## config.mk

```make
export PLATFORM = sky130hd
export DESIGN_NAME = player_vertical_motion
export DESIGN_NICKNAME = d
export VERILOG_FILES = /design/src/rtl/player_vertical_motion.sv
export SDC_FILE = /design/constraint.sdc
export NUM_CORES = 1
export LEC_CHECK = 0
export CAP_MARGIN = 25
export CELL_PAD_IN_SITES_DETAIL_PLACEMENT = 0
export CELL_PAD_IN_SITES_GLOBAL_PLACEMENT = 1
export CORE_ASPECT_RATIO = 2
export CORE_MARGIN = 2
export CORE_UTILIZATION = 40
export CTS_CLUSTER_SIZE = 40
export DETAILED_ROUTE_END_ITERATION = 6
export HOLD_SLACK_MARGIN = 0.02
export PLACE_DENSITY = 0.78
export RECOVER_POWER = 50
export SYNTH_ARGS = -nofsm -noshare
export SYNTH_HDL_FRONTEND = slang
export SYNTH_SLANG_ARGS = --single-unit
```

## constraint.sdc

```tcl
create_clock -name clk -period 3 [get_ports clk]
set_clock_uncertainty 0.05 [all_clocks]
set_input_delay 0.6 -clock clk [delete_from_list [all_inputs] [get_ports clk]]
set_output_delay 0.6 -clock clk [all_outputs]
set_load 0.02 [all_outputs]
```

## src/rtl/player_vertical_motion.sv

```systemverilog
// player_vertical_motion: tick-paced vertical fall, platform landing and death detection
module player_vertical_motion #(
  parameter int TICK_DIV = 1666667,
  parameter int START_H  = 120,
  parameter int MAX_VEL  = 8,
  parameter int DEATH_LO = 60,
  parameter int DEATH_HI = 360
) (
  input  logic       clk,
  input  logic       reset,
  input  logic       dir,
  input  logic [2:0] lines,
  output logic [8:0] height,
  output logic       is_dead,
  output logic       grounded,
  output logic       landed
);
  typedef enum logic [1:0] {GROUNDED, FALLING, DEAD} state_t;
  localparam int CW = TICK_DIV > 1 ? $clog2(TICK_DIV) : 1;
  localparam logic signed [10:0] D_LO = 11'(DEATH_LO);
  localparam logic signed [10:0] D_HI = 11'(DEATH_HI);
  state_t state_q, state_d;
  logic [CW-1:0] cnt_q, cnt_d;
  logic [8:0] height_q, height_d, surf;
  logic [7:0] vel_q, vel_d;
  logic is_dead_q, is_dead_d, grounded_q, grounded_d, landed_q, landed_d;
  logic tick, supported, land, lo0, lo1, up0, up1;
  logic signed [10:0] h, v, cand;
  // motion tick divider and candidate height / landing evaluation
  always_comb begin
    tick = cnt_q == CW'(TICK_DIV - 1);
    cnt_d = tick ? '0 : cnt_q + CW'(1);
    supported = dir ? ((height_q == 9'd180 && lines[1]) || (height_q == 9'd300 && lines[2]))
                    : ((height_q == 9'd120 && lines[0]) || (height_q == 9'd240 && lines[1]));
    h = $signed({2'b00, height_q});
    v = $signed({3'b000, vel_q});
    cand = dir ? h + v : h - v;
    lo0 = lines[1] && h >= 11'sd240 && cand <= 11'sd240;
    lo1 = lines[0] && h >= 11'sd120 && cand <= 11'sd120;
    up0 = lines[1] && h <= 11'sd180 && cand >= 11'sd180;
    up1 = lines[2] && h <= 11'sd300 && cand >= 11'sd300;
    land = dir ? (up0 || up1) : (lo0 || lo1);
    surf = dir ? (up0 ? 9'd180 : 9'd300) : (lo0 ? 9'd240 : 9'd120);
  end
  // next-state: all motion happens only on tick clocks; DEAD freezes everything
  always_comb begin
    state_d = state_q;
    height_d = height_q;
    vel_d = vel_q;
    is_dead_d = is_dead_q;
    grounded_d = grounded_q;
    landed_d = 1'b0;
    if (tick) begin
      case (state_q)
        GROUNDED: begin
          vel_d = supported ? 8'd0 : 8'd2;
          if (!supported) begin
            height_d = dir ? height_q + 9'd1 : height_q - 9'd1;
            state_d = FALLING;
            grounded_d = 1'b0;
          end
        end
        FALLING: begin
          if (land) begin
            height_d = surf;
            vel_d = 8'd0;
            state_d = GROUNDED;
            grounded_d = 1'b1;
            landed_d = 1'b1;
          end else if (cand < D_LO || cand > D_HI) begin
            state_d = DEAD;
            is_dead_d = 1'b1;
          end else begin
            height_d = cand[8:0];
            vel_d = vel_q >= 8'(MAX_VEL) ? 8'(MAX_VEL) : vel_q + 8'd1;
          end
        end
        default: ;
      endcase
    end
  end
  // state registers with synchronous active-low reset
  always_ff @(posedge clk) begin
    if (!reset) begin
      state_q <= GROUNDED;
      cnt_q <= '0;
      height_q <= 9'(START_H);
      vel_q <= 8'd0;
      is_dead_q <= 1'b0;
      grounded_q <= 1'b1;
      landed_q <= 1'b0;
    end else begin
      state_q <= state_d;
      cnt_q <= cnt_d;
      height_q <= height_d;
      vel_q <= vel_d;
      is_dead_q <= is_dead_d;
      grounded_q <= grounded_d;
      landed_q <= landed_d;
    end
  end
  assign height = height_q;
  assign is_dead = is_dead_q;
  assign grounded = grounded_q;
  assign landed = landed_q;
endmodule

```

==> metrics <==
# clock sinks 43; via-per-instance ratio 5.791; max frequency 0.2958 GHz; cell family with the largest share of critical-path delay compound AO/OA/AOI/OAI gates; top-area cell type share of the netlist area 23.85%; chain of cells forming the critical path inv_4 -> ha_4 -> fa_2 -> nor2b_4 -> o2111ai_4 -> nand4_1 -> and3_4 -> buf_6 -> a32oi_4 -> a41o_1 -> a21bo_4 -> a22oi_2 -> buf_4 -> nor3_2 -> o221a_1; fraction of the yosys area taken by sequential cells 23.85%; pwr dens 251.3 nW/µm²; register clock-pin slew on the reported worst setup and hold paths 0.06 ns; detailed-route wire length 12860 µm; overall fraction of global-route tracks in use 25.79%; reported max-cap violation count 0; final instance area 5472 µm²; via count 4048; routed wire length per instance 18.40 µm; most instantiated flip-flop cell in the synthesis netlist sky130_fd_sc_hd__dfxtp_1; total number of cells along the worst setup path 15; multiplexer share of the synthesized area 0.2773%; fraction of layout cells with a size suffix above 1 36.68%; count of unresolved DRC violations after routing 0; CTS root buf sky130_fd_sc_hd__clkbuf_16; crit path capture type flip-flop; port bufs 17; Critical path origin height[0]$_SDFFE_PN0P_; share of synthesized cell area in and, or, nand and nor gates 22.46%; delay of the slowest cell on the worst path 0.41 ns; setup repair after global routing missed its margin true; Final Core Density 61.55%; global route overflow 0; reported leakage power 2.240 nW; area share of fa/ha/maj cells after synthesis 11.02%; later-pin clock latency in the skew report 0.28 ns; Chip Width 71.17 µm; data arrival time of the critical path 3.51 ns; maximum number of pins on one net before global-route repair 22; combinational family with the most area after synthesis compound AO/OA/AOI/OAI gates; Synthesis Warnings 0; largest area contributor in the synthesized netlist sky130_fd_sc_hd__dfxtp_1; compound-gate portion of the synthesized area 28.94%; Min-Delay Startpoint is_dead$_SDFFE_PN0P_; count of routing violations after the opening detailed-route iteration 246; cell count after synthesis 456; transition time of the tightest slew-check pin 0.6866 ns; classification of the worst setup path flip-flop to flip-flop; required time reported for the critical path endpoint 3.13 ns; die outline area 9846 µm²; number of filler instances in the final layout 765; number of setup violations in the final report 22; global-route wire length before repair 20160 µm; Routability Congestion 0.8988; core area 8890 µm²; number of antenna violations at the first check in global routing 0; xor/xnor share of the synthesized area 7.730%; largest voltage drop on the vdd net 0.3958 mV; mean post-synth cell area 7.916 µm²; run status complete, but fails checks; clock tree buffer depth 2; post-route ant nets 0; worst path bufs/invs 3; share of async-settable or async-resettable flops after synthesis 0%; crit path max-delay cell type sky130_fd_sc_hd__fa_2; CTS H-tree lvls 2; dpl cell area 4842 µm²; vias in the first global route 4168; Period Utilization, post-route 112.7%; net count after synthesis 492; HPWL after detailed placement 9973 µm; commonest cells in the synthesized netlist 51 x sky130_fd_sc_hd__nor2_1, 43 x sky130_fd_sc_hd__dfxtp_1, 38 x sky130_fd_sc_hd__nand2_1; maximum fanout count along the critical path 5; depth of the worst hold-timing path 1; violations in the final reports negative setup slack; max-slew violation count 0; final hold vios 0; kind of start point of the critical path flip-flop; worst path setup slack after routing -0.3811 ns; top post-synthesis cells by area sky130_fd_sc_hd__dfxtp_1 24%, sky130_fd_sc_hd__ha_1 9.4%, sky130_fd_sc_hd__nor2_1 5.3%, sky130_fd_sc_hd__xnor2_1 4.6%, sky130_fd_sc_hd__a21oi_1 4.4%; final-stage net count 632; worst slew slack as a fraction of its limit 54.11%; clock buffers created by TritonCTS 5; count of pins on the block boundary 18; tightest hold margin 0.4177 ns; number of enable flip-flop cells after synthesis 0; height of the chip 138.3 µm; cell with the most instances after synthesis sky130_fd_sc_hd__nor2_1; layout overhead on the synthesized area 51.58%; count of TritonRoute iterations in the first routing pass 4; flip-flop and latch count after synthesis 43; Inserted Diodes 0; number of rows created at floorplan 49; Netlist Area Pre-Place 3610 µm²; number of cells traversed by the worst register-to-register path 15; clock period minus final worst setup slack 3.381 ns; initial core utilization 40.61%; Hold/Removal Path Class flip-flop to flip-flop; R2R Path Start height[0]$_SDFFE_PN0P_; TritonCTS clock tree built; number of distinct library cell variants in the gate-level netlist after synthesis 80
==> timing repair <==
action	in CTS	in global routing
setup buffers	5	8
hold buffers	0	0
pin swaps	11	29
gates cloned	1	1
resized for setup	20	46
setup endpoints to repair	22	22
==> logic make-up (layout without fill, tap and decap cells) <==
kind of cell,count (synthesis),count (layout)
compound gates,137,139
simple gates,164,164
mux,1,1
xor+xnor,31,31
flops,43,43
buf+inv,50,189
fa+ha+maj,30,30
==> registers in the layout (all words and copies together), names as in the netlist <==
signal	flops
vel_q	8
state_q	2
is_dead	1
landed	1
cnt_q	21
height	9
grounded	1
==> worst reg2reg max path, cell delays in order (launching register included) <==
cell	delay, ns
sky130_fd_sc_hd__dfxtp_4	0.38
sky130_fd_sc_hd__inv_4	0.04
sky130_fd_sc_hd__ha_4	0.15
sky130_fd_sc_hd__fa_2	0.41
sky130_fd_sc_hd__nor2b_4	0.17
sky130_fd_sc_hd__o2111ai_4	0.15
sky130_fd_sc_hd__nand4_1	0.18
sky130_fd_sc_hd__and3_4	0.24
sky130_fd_sc_hd__buf_6	0.10
sky130_fd_sc_hd__a32oi_4	0.10
sky130_fd_sc_hd__a41o_1	0.27
sky130_fd_sc_hd__a21bo_4	0.25
sky130_fd_sc_hd__a22oi_2	0.32
sky130_fd_sc_hd__buf_4	0.19
sky130_fd_sc_hd__nor3_2	0.04
sky130_fd_sc_hd__o221a_1	0.24
==> final cells by class <==
class	instances	area [µm²]	area share (%)
multi-input combinational	365	2980	54.47
timing repair buffer	150	1197	21.88
sequential	43	878.3	16.05
clock buffer	7	163.9	2.996
tap	102	127.6	2.332
inverter	31	118.9	2.172
clock inverter	1	5.005	0.09147
==> power by group <==
part	switching, mW	internal, mW	leakage [nW]	total, mW
registers	0.00436	0.572	0.349	0.577
clock network	0.224	0.380	0.0850	0.604
logic	0.104	0.0906	1.81	0.194
==> layout by cell type, fill, tap and decap left out, types with 3 or more instances in the layout <==
cell                              instances
sky130_fd_sc_hd__buf_4                  125
sky130_fd_sc_hd__nor2_1                  49
sky130_fd_sc_hd__nand2_1                 37
sky130_fd_sc_hd__dfxtp_1                 33
sky130_fd_sc_hd__inv_1                   29
sky130_fd_sc_hd__a21oi_1                 29
sky130_fd_sc_hd__ha_1                    24
sky130_fd_sc_hd__xnor2_1                 16
sky130_fd_sc_hd__nand3_1                 13
sky130_fd_sc_hd__o21ai_0                 12
sky130_fd_sc_hd__xor2_1                  11
sky130_fd_sc_hd__nor3_1                  10
sky130_fd_sc_hd__clkdlybuf4s50_1         10
sky130_fd_sc_hd__a31oi_1                  8
sky130_fd_sc_hd__nand4_1                  8
sky130_fd_sc_hd__dfxtp_2                  8
sky130_fd_sc_hd__buf_6                    8
sky130_fd_sc_hd__o21ai_1                  7
sky130_fd_sc_hd__o21a_1                   7
sky130_fd_sc_hd__and3_1                   7
sky130_fd_sc_hd__a21o_1                   6
sky130_fd_sc_hd__clkbuf_16                6
sky130_fd_sc_hd__dlygate4sd3_1            6
sky130_fd_sc_hd__nand2b_1                 5
sky130_fd_sc_hd__o211ai_1                 5
sky130_fd_sc_hd__or3_1                    5
sky130_fd_sc_hd__nor3_2                   4
sky130_fd_sc_hd__nor2b_1                  3
sky130_fd_sc_hd__a21oi_4                  3
sky130_fd_sc_hd__a211oi_2                 3
sky130_fd_sc_hd__o22ai_1                  3
sky130_fd_sc_hd__ha_4                     3
==> path summary, 6_finish.rpt <==
path	to	slack (ns)
setup / recovery	vel_q[1]$_SDFFE_PN0P_	-0.38
hold reg to reg	is_dead$_SDFFE_PN0P_	0.42
hold / removal	is_dead$_SDFFE_PN0P_	0.42
setup reg to reg	vel_q[1]$_SDFFE_PN0P_	-0.38
==> stage by stage <==
stage          setup slack, ns  std cells  setup TNS [ns]  power (mW)
4_1_cts                -0.2825        690          -4.867       1.358
2_1_floorplan         -0.02671        456        -0.04826      0.6883
3_5_place_dp           -0.7385        677          -13.62      0.7513
3_3_place_gp           -0.6621        677          -12.41      0.7478
6_report               -0.3811        699          -6.418       1.375
5_1_grt                -0.5024        699          -9.472       1.422
==> layer usage <==
| metal | track usage (%) | wire length (µm) | part of all wire, % | vias up |
|---|---|---|---|---|
| li1 | - | - | - | 1941 |
| met1 | 24.50 | 4294 | 33 | 1935 |
| met2 | 48.39 | 7135 | 55 | 116 |
| met3 | 2.405 | 357 | 2.8 | 56 |
| met4 | 19.27 | 1074 | 8.3 | 0 |
| met5 | 0 | 0 | 0 | - |
(Power assumes the default switching activity.)
